**src/rtl/apple_iie_timing_generator.sv**
```systemverilog
// rtl/apple_iie_timing_generator.sv - IIe master timing: phase clocks, DRAM strobes, scan counters
module apple_iie_timing_generator #(
    parameter int H_STATES    = 65,
    parameter int V_LINES     = 262,
    parameter int VBL_START   = 192,
    parameter int VSYNC_START = 224
) (
    input  logic       clk_14m,
    input  logic       reset_n,
    output logic       clk_phi_0,
    output logic       clk_q3,
    output logic       pras_n,
    output logic       pcas_n,
    output logic       ax,
    output logic       video_phase,
    output logic       cycle_end,
    output logic       long_cycle,
    output logic [6:0] h_count,
    output logic [8:0] v_count,
    output logic       hblank,
    output logic       hsync,
    output logic       vblank,
    output logic       vsync
);

    localparam logic [6:0] H_LAST = 7'(H_STATES - 1);
    localparam logic [8:0] V_LAST = 9'(V_LINES - 1);
    localparam logic [9:0] VBL_LO = 10'(VBL_START);
    localparam logic [9:0] VS_LO  = 10'(VSYNC_START);
    localparam logic [9:0] VS_HI  = 10'(VSYNC_START + 4);

    logic [3:0] t;
    logic [3:0] t_nx;
    logic [6:0] h_nx;
    logic [8:0] v_nx;
    logic       long_now;
    logic       cyc_done;
    logic       long_nx;
    logic       phi0_nx;
    logic       q3_nx;
    logic       ras_n_nx;
    logic       cas_n_nx;
    logic       end_nx;
    logic       hblank_nx;
    logic       hsync_nx;
    logic       vblank_nx;
    logic       vsync_nx;

    // Every output is decoded from the next tick/counter values so registers line up with t.
    always_comb begin
        long_now  = (h_count == H_LAST);
        cyc_done  = (t == (long_now ? 4'd15 : 4'd13));
        t_nx      = cyc_done ? 4'd0 : t + 4'd1;
        h_nx      = h_count;
        v_nx      = v_count;
        if (cyc_done) begin
            if (long_now) begin
                h_nx = 7'd0;
                v_nx = (v_count == V_LAST) ? 9'd0 : v_count + 9'd1;
            end else begin
                h_nx = h_count + 7'd1;
            end
        end
        long_nx   = (h_nx == H_LAST);
        // The stretched ticks 14..15 only exist in the long cycle and extend the phi0 half.
        phi0_nx   = (t_nx >= 4'd7);
        q3_nx     = (t_nx <= 4'd3) || ((t_nx >= 4'd7) && (t_nx <= 4'd10));
        ras_n_nx  = !(((t_nx >= 4'd2) && (t_nx <= 4'd6)) || (t_nx >= 4'd9));
        cas_n_nx  = !(((t_nx >= 4'd4) && (t_nx <= 4'd6)) || (t_nx >= 4'd11));
        end_nx    = (t_nx == (long_nx ? 4'd15 : 4'd13));
        hblank_nx = (h_nx < 7'd25);
        hsync_nx  = (h_nx >= 7'd49) && (h_nx <= 7'd52);
        vblank_nx = ({1'b0, v_nx} >= VBL_LO);
        vsync_nx  = ({1'b0, v_nx} >= VS_LO) && ({1'b0, v_nx} < VS_HI);
    end

    always_ff @(posedge clk_14m or negedge reset_n) begin
        if (!reset_n) begin
            t           <= 4'd0;
            h_count     <= 7'd0;
            v_count     <= 9'd0;
            clk_phi_0   <= 1'b0;
            video_phase <= 1'b1;
            clk_q3      <= 1'b1;
            ax          <= 1'b1;
            pras_n      <= 1'b1;
            pcas_n      <= 1'b1;
            cycle_end   <= 1'b0;
            long_cycle  <= 1'b0;
            hblank      <= 1'b1;
            hsync       <= 1'b0;
            vblank      <= 1'b0;
            vsync       <= 1'b0;
        end else begin
            t           <= t_nx;
            h_count     <= h_nx;
            v_count     <= v_nx;
            clk_phi_0   <= phi0_nx;
            video_phase <= !phi0_nx;
            clk_q3      <= q3_nx;
            ax          <= q3_nx;
            pras_n      <= ras_n_nx;
            pcas_n      <= cas_n_nx;
            cycle_end   <= end_nx;
            long_cycle  <= long_nx;
            hblank      <= hblank_nx;
            hsync       <= hsync_nx;
            vblank      <= vblank_nx;
            vsync       <= vsync_nx;
        end
    end

endmodule

```
**config.mk**
```make
export PLATFORM = sky130hd
export DESIGN_NAME = apple_iie_timing_generator
export DESIGN_NICKNAME = d
export VERILOG_FILES = /design/src/rtl/apple_iie_timing_generator.sv
export SDC_FILE = /design/constraint.sdc
export NUM_CORES = 1
export LEC_CHECK = 0
export ABC_AREA = 0
export ABC_CLOCK_PERIOD_IN_PS = 2300
export BUFFER_PORTS_ARGS = -buffer_cell sky130_fd_sc_hd__buf_2
export CAP_MARGIN = 15
export CORE_UTILIZATION = 50
export DETAILED_ROUTE_END_ITERATION = 16
export PLACE_DENSITY_LB_ADDON = 0.12
export SYNTH_ARGS = -nofsm -noshare
export SYNTH_HDL_FRONTEND = slang
export SYNTH_SLANG_ARGS = --single-unit
```
**constraint.sdc**
```tcl
create_clock -name clk_14m -period 2.3 [get_ports clk_14m]
set_input_delay 0.115 -clock clk_14m [delete_from_list [all_inputs] [get_ports clk_14m]]
set_output_delay 0.115 -clock clk_14m [all_outputs]
set_load 0.02 [all_outputs]
```
# --- Yosys cells after proc, flatten, opt, wreduce, memory -nomap -nowiden ---
# Index checks and enable logic that the tools add are counted.
word_totals:
  out_inout_bits: 28
  regBits: 31
  input_bits: 2
  elab_cells: 55
op_classes:
  n_reduce_logical: 11
  order_cmp: 14
  eq_ne: 5
  n_addsub: 3
  mux: 8
ops:
  columns: ["operator", "count"]
  rows:
  - ["$mux 9", 3]
  - ["$ge 9x8->1 const B", 2]
  - ["$eq 7x7->1 const B", 2]
  - ["$mux 7", 2]
  - ["$add 9x1->9 const B", 1]
  - ["$eq 9x9->1 const B", 1]
  - ["$lt 9x8->1 const B", 1]
  - ["$eq 4x4->1", 2]
  - ["$ge 4x3->1 const B", 2]
  - ["$ge 4x4->1 const B", 2]
  - ["$add 7x1->7 const B", 1]
  - ["$ge 7x6->1 const B", 1]
  - ["$le 7x6->1 const B", 1]
  - ["$lt 7x5->1 const B", 1]
  - ["$logic_and 1x1->1", 5]
  - ["$add 4x1->4 const B", 1]
  - ["$ge 4x2->1 const B", 1]
  - ["$le 4x2->1 const B", 1]
  - ["$le 4x3->1 const B", 1]
  - ["$le 4x4->1 const B", 1]
  - ["$mux 2", 2]
  - ["$mux 4", 1]
  - ["$logic_not 1->1", 3]
  - ["$logic_or 1x1->1", 3]

# --- Logic depth before layout (Yosys ltp) ---
depth:
  word_depth: 8
  ltp_mapped: 8

# --- Least setup slack after synthesis ---
# No wires, ideal clock.
synth_path:
  path_kind: "reg2reg"
  from: "reg h_count[3]"
  to: "reg cycle_end"
  arrival_ns: 2.201
  n_path_buf: 1
  required_ns: 2.172
  stages_incl_launch_ff: 8
  path_slack_ns: -0.029
  cell_sequence: "dfrtp_1 -> buf_6 -> or4b_4 -> o31ai_2 -> a211o_2 -> nand2_2 -> nor4b_4 -> mux2_1"
synth_via:
  elab_chain_cells: 7
  elab_cells_between_ends: 10
synth_rtl:
  columns: ["item", "line_no", "text"]
  rows:
  - ["start: declaration", "18", "output logic [6:0] h_count,"]
  - ["start signal: assignment", "96", "h_count <= h_nx;"]
  - ["parallel branches: the longest is 3 deep, another holds $add 7x1->7", null, null]
  - ["$mux 7 *", "56", "if (cyc_done) begin"]
  - ["$eq 7x7->1 *", "64", "long_nx = (h_nx == H_LAST);"]
  - ["net long_nx", "38", "logic long_nx;"]
  - ["$mux 2 *", "70", "end_nx = (t_nx == (long_nx ? 4'd15 : 4'd13));"]
  - ["$eq 4x4->1 *", "70", null]
  - ["net end_nx", "43", "logic end_nx;"]
  - ["end signal: assignment", "104", "cycle_end <= end_nx;"]
  - ["end: declaration", "16", "output logic cycle_end,"]
# Mark *: on every way through the listed nets, which the timed path passes.

# --- Worst setup path in the final report ---
layout_path:
  from: "reg t[2]"
  to: "reg cycle_end"
layout_via:
  elab_chain_cells: 5
  elab_cells_between_ends: 7
layout_rtl:
  columns: ["item", "line_no", "text"]
  rows:
  - ["start: declaration", "32", "logic [3:0] t;"]
  - ["start signal: assignment", "95", "t <= t_nx;"]
  - ["$eq 4x4->1", "52", "cyc_done = (t == (long_now ? 4'd15 : 4'd13));"]
  - ["$mux 7", "56", null]
  - ["net h_nx[6]", "34", "logic [6:0] h_nx;"]
  - ["$eq 7x7->1", "64", null]
  - ["net long_nx", "38", null]
  - ["$mux 2", "70", null]
  - ["$eq 4x4->1", "70", null]
  - ["net end_nx", "43", null]
# The timed path passes the listed nets, and every way through them passes these cells.

==> reports/results.ini <==
[outcome]
outcome = complete, no violations

[worst_setup_path]
cp_cell_sequence = nand3_1 > or4_1 > a21oi_1 > a21o_1 > nor4b_4 > mux2_4
crit_arrival_ps = 2470
worstPathRequired_ps = 2530
worst-path-buf-inv = 0
critPathLaunchType = flop
cp_top_family = simple AND/OR/NAND/NOR gates
cp_slowest_stage_delay_ps = 570
crit_type = reg -> reg
crit_path_end_kind = flop
cp_max_fo = 5
cp_slowest_cell = or4_1

[die]
die_area_um2 = 3780
initial_core_util_pct = 52.6
io_pins = 30
die_w_um = 61.5
num_rows = 21
placeableCoreArea_um2 = 3360
dieHeight_um = 61.5

[pwr]
switching_share_pct = 21.1
internal-power_w = 0.000775
power_frac_clock_pct = 43.3
p_leak_nw = 1.01
p_sw_w = 0.000207
combPwrFrac_pct = 1.2
p_seq_share_pct = 55.5
vdd_drop_max_uv = 275
power_density_nw_per_um2 = 449

[cells_and_area]
diodes = 0
final_cell_area_um2 = 2190
fillerInstances = 292
drive_above_1_share_pct = 34.8
final_nets = 235
finalCoreUtilization_pct = 65.1
areaGrowthSynthToFinish_pct = 23.8

[detailed_routing]
routed_wl_um = 3920
detail_route.first_pass.iterations = 4
initialDrtViolationCount = 81
ant_nets = 0
drc_errors = 0
vias = 1538
dr_wl_met3_um = 193
route.met2.wl_um = 1840
post_drt_via_cell_ratio = 5.63
post_drt_wl_per_cell_um = 14.4
wl_met1_um = 1800
routed.top_layer = met4

[clock_network]
ctsLongestPathBuffers = 2
clockRootBuffer = clkbuf_4
cts_tree = yes
insertion_delay_ps = 340
cts.sinks = 31
cts.clk_slew.worst_paths_ps = 110
cts_buffers = 5
ctsHtreeMaxLevel = 2

[yosys]
yosysTopAreaCellShare_pct = 36.8
syn_avg_cell_area_um2 = 9.77
ys_seq_area_share_pct = 44.2
syn_inst = 181
syn_nets = 190
yosysWarnings = 0
synth-main-ff-cell = dfrtp_1
yosysTopAreaCell = dfrtp_1
synth_edf_count = 0
async_flop_share_pct = 100
synth_area_leaders = dfrtp_1 37%, dfstp_2 7.4%, ha_1 5.0%
syn_area_um2 = 1770
synthDistinctLibCells = 51
ys_seq_elements = 31

[placement]
place.gp.congestion = 0.872
dp_hpwl_um = 2710
io_buffers = 29
pre_cts_ws_ps = 89.0
placed_area_um2 = 2010

[timing]
worst_slack_ps = 57.7
fmax_mhz = 446
skew_ps = 13.3
final-max-slew-violation-count = 0
period_minus_slack_ps = 2240
worst_slew_pin_slew_ps = 714
finalHoldViolations = 0
setup_viol = 0
max_slew_margin_pct = 52.0
finalCritPeriodShare_pct = 97.5

[global_routing]
grt_pass1_wl_um = 5820
antenna_found_initial = 0
grt_usage_pct = 21.6
grt_max_degree = 32
grt_pass1_vias = 1283
overflow = 0

[job]
maxCapViolations = 0

[worst_hold_path]
hold_class = in -> async

power groups by stage:
stage	Combinational, W	Sequential (W)	Clock (W)
final	0.0000116	0.000545	0.000426
after global routing	0.0000142	0.000545	0.000461
after floorplan	0.000000000389	0.000556	0
after CTS	0.0000126	0.000545	0.000435
after detailed placement	0.0000115	0.000555	0
after global placement	0.0000112	0.000555	0
sequential cells by signal, indices dropped and copies added, names as in the netlist:
name,cells
ax,1
clk_phi_0,1
cycle_end,1
h_count,7
hblank,1
hsync,1
long_cycle,1
pcas_n,1
pras_n,1
t,4
v_count,9
vblank,1
video_phase,1
vsync,1
worst reg2reg max path, stage by stage (launching register included):
cell     delay [ps]
dfrtp_1         380
nand3_1         220
or4_1           570
a21oi_1         210
a21o_1          140
nor4b_4         280
mux2_4          340
synthesized netlist by cell type, types with 6 or more instances:
library cell,count
inv_1,10
nand3_1,8
nor2_1,9
o21ai_0,12
nor3_1,7
nand2b_1,6
a21oi_1,9
ha_1,7
nand2_1,15
dfrtp_1,26
xnor2_1,6
cells by family (layout without fill, tap and decap cells):
group	Yosys count	after routing	share of synthesized area, %
and+or+nand+nor	72	72	24.8
AOI/OAI and AO/OA	41	41	15.1
adders and majority gates	7	7	4.95
buffers and inverters	18	64	4.60
DFF	31	31	44.2
xor gates and xnor gates	9	9	4.46
muxes	3	3	1.84
through the flow:
stage / instances / total power (W) / setup TNS [ps] / hold WS [ps]
2_1_floorplan: 181 / 0.000556 / 0 / -181
3_3_place_gp: 259 / 0.000567 / 0 / 185
3_5_place_dp: 259 / 0.000567 / 0 / 191
4_1_cts: 268 / 0.000993 / 0 / 350
5_1_grt: 273 / 0.00102 / -5.60 / 388
6_report: 273 / 0.000983 / 0 / 334
final cells by class:
cell class              count  area [um^2]  share of cell area (%)
clock buffers               5         37.5                    1.71
clock inverters             3         43.8                    2.00
inverters                  10         37.5                    1.71
multi-input cells         132          951                    43.4
flip-flops and latches     31          785                    35.8
well taps                  46         57.6                    2.63
repair buffers             46          279                    12.7
layer usage:
layer  vias to the layer above  track usage, %
met5                         -               0
met4                         0            10.5
met3                         6            6.30
met2                        53            33.0
met1                       736            28.1
li1                        743               -
placed cells by master, fill, tap and decap left out, types with 2 or more instances in the layout:
cell type,instances
buf_2,29
nor4b_1,2
xnor2_1,6
a21oi_1,9
dfrtp_2,2
o31ai_1,2
inv_1,10
dfstp_2,5
nor2_1,8
clkbuf_4,5
a31oi_1,3
nor3_2,3
nand2_1,15
ha_1,6
nand2b_1,6
nand3_1,8
a21o_1,3
and3_1,2
dfrtp_1,24
nor4b_4,2
o21ai_1,2
xor2_1,3
nor4_1,2
nor3_1,6
o21ai_0,12
and4_1,2
nand4_1,5
buf_4,15
path summary, 6_finish.rpt:
path	from	end	slack [ps]	cells past startpoint
setup / recovery	t[2]	cycle_end	60	6
hold / removal	reset_n	clk_phi_0	330	2
setup reg to reg	t[2]	cycle_end	60	6
hold reg to reg	v_count[7]	v_count[7]	570	1
max in group asynchronous	reset_n	h_count[2]	1490	2
min in group clk_14m	v_count[7]	v_count[7]	570	1
timing repair:
item	in CTS	in global routing
endpoints found under the hold margin	26	0
gates resized for setup	0	11
hold buffers	1	0
setup buffers	0	5
endpoints found under the setup margin	0	1
Power figures use the tool's default switching activity.
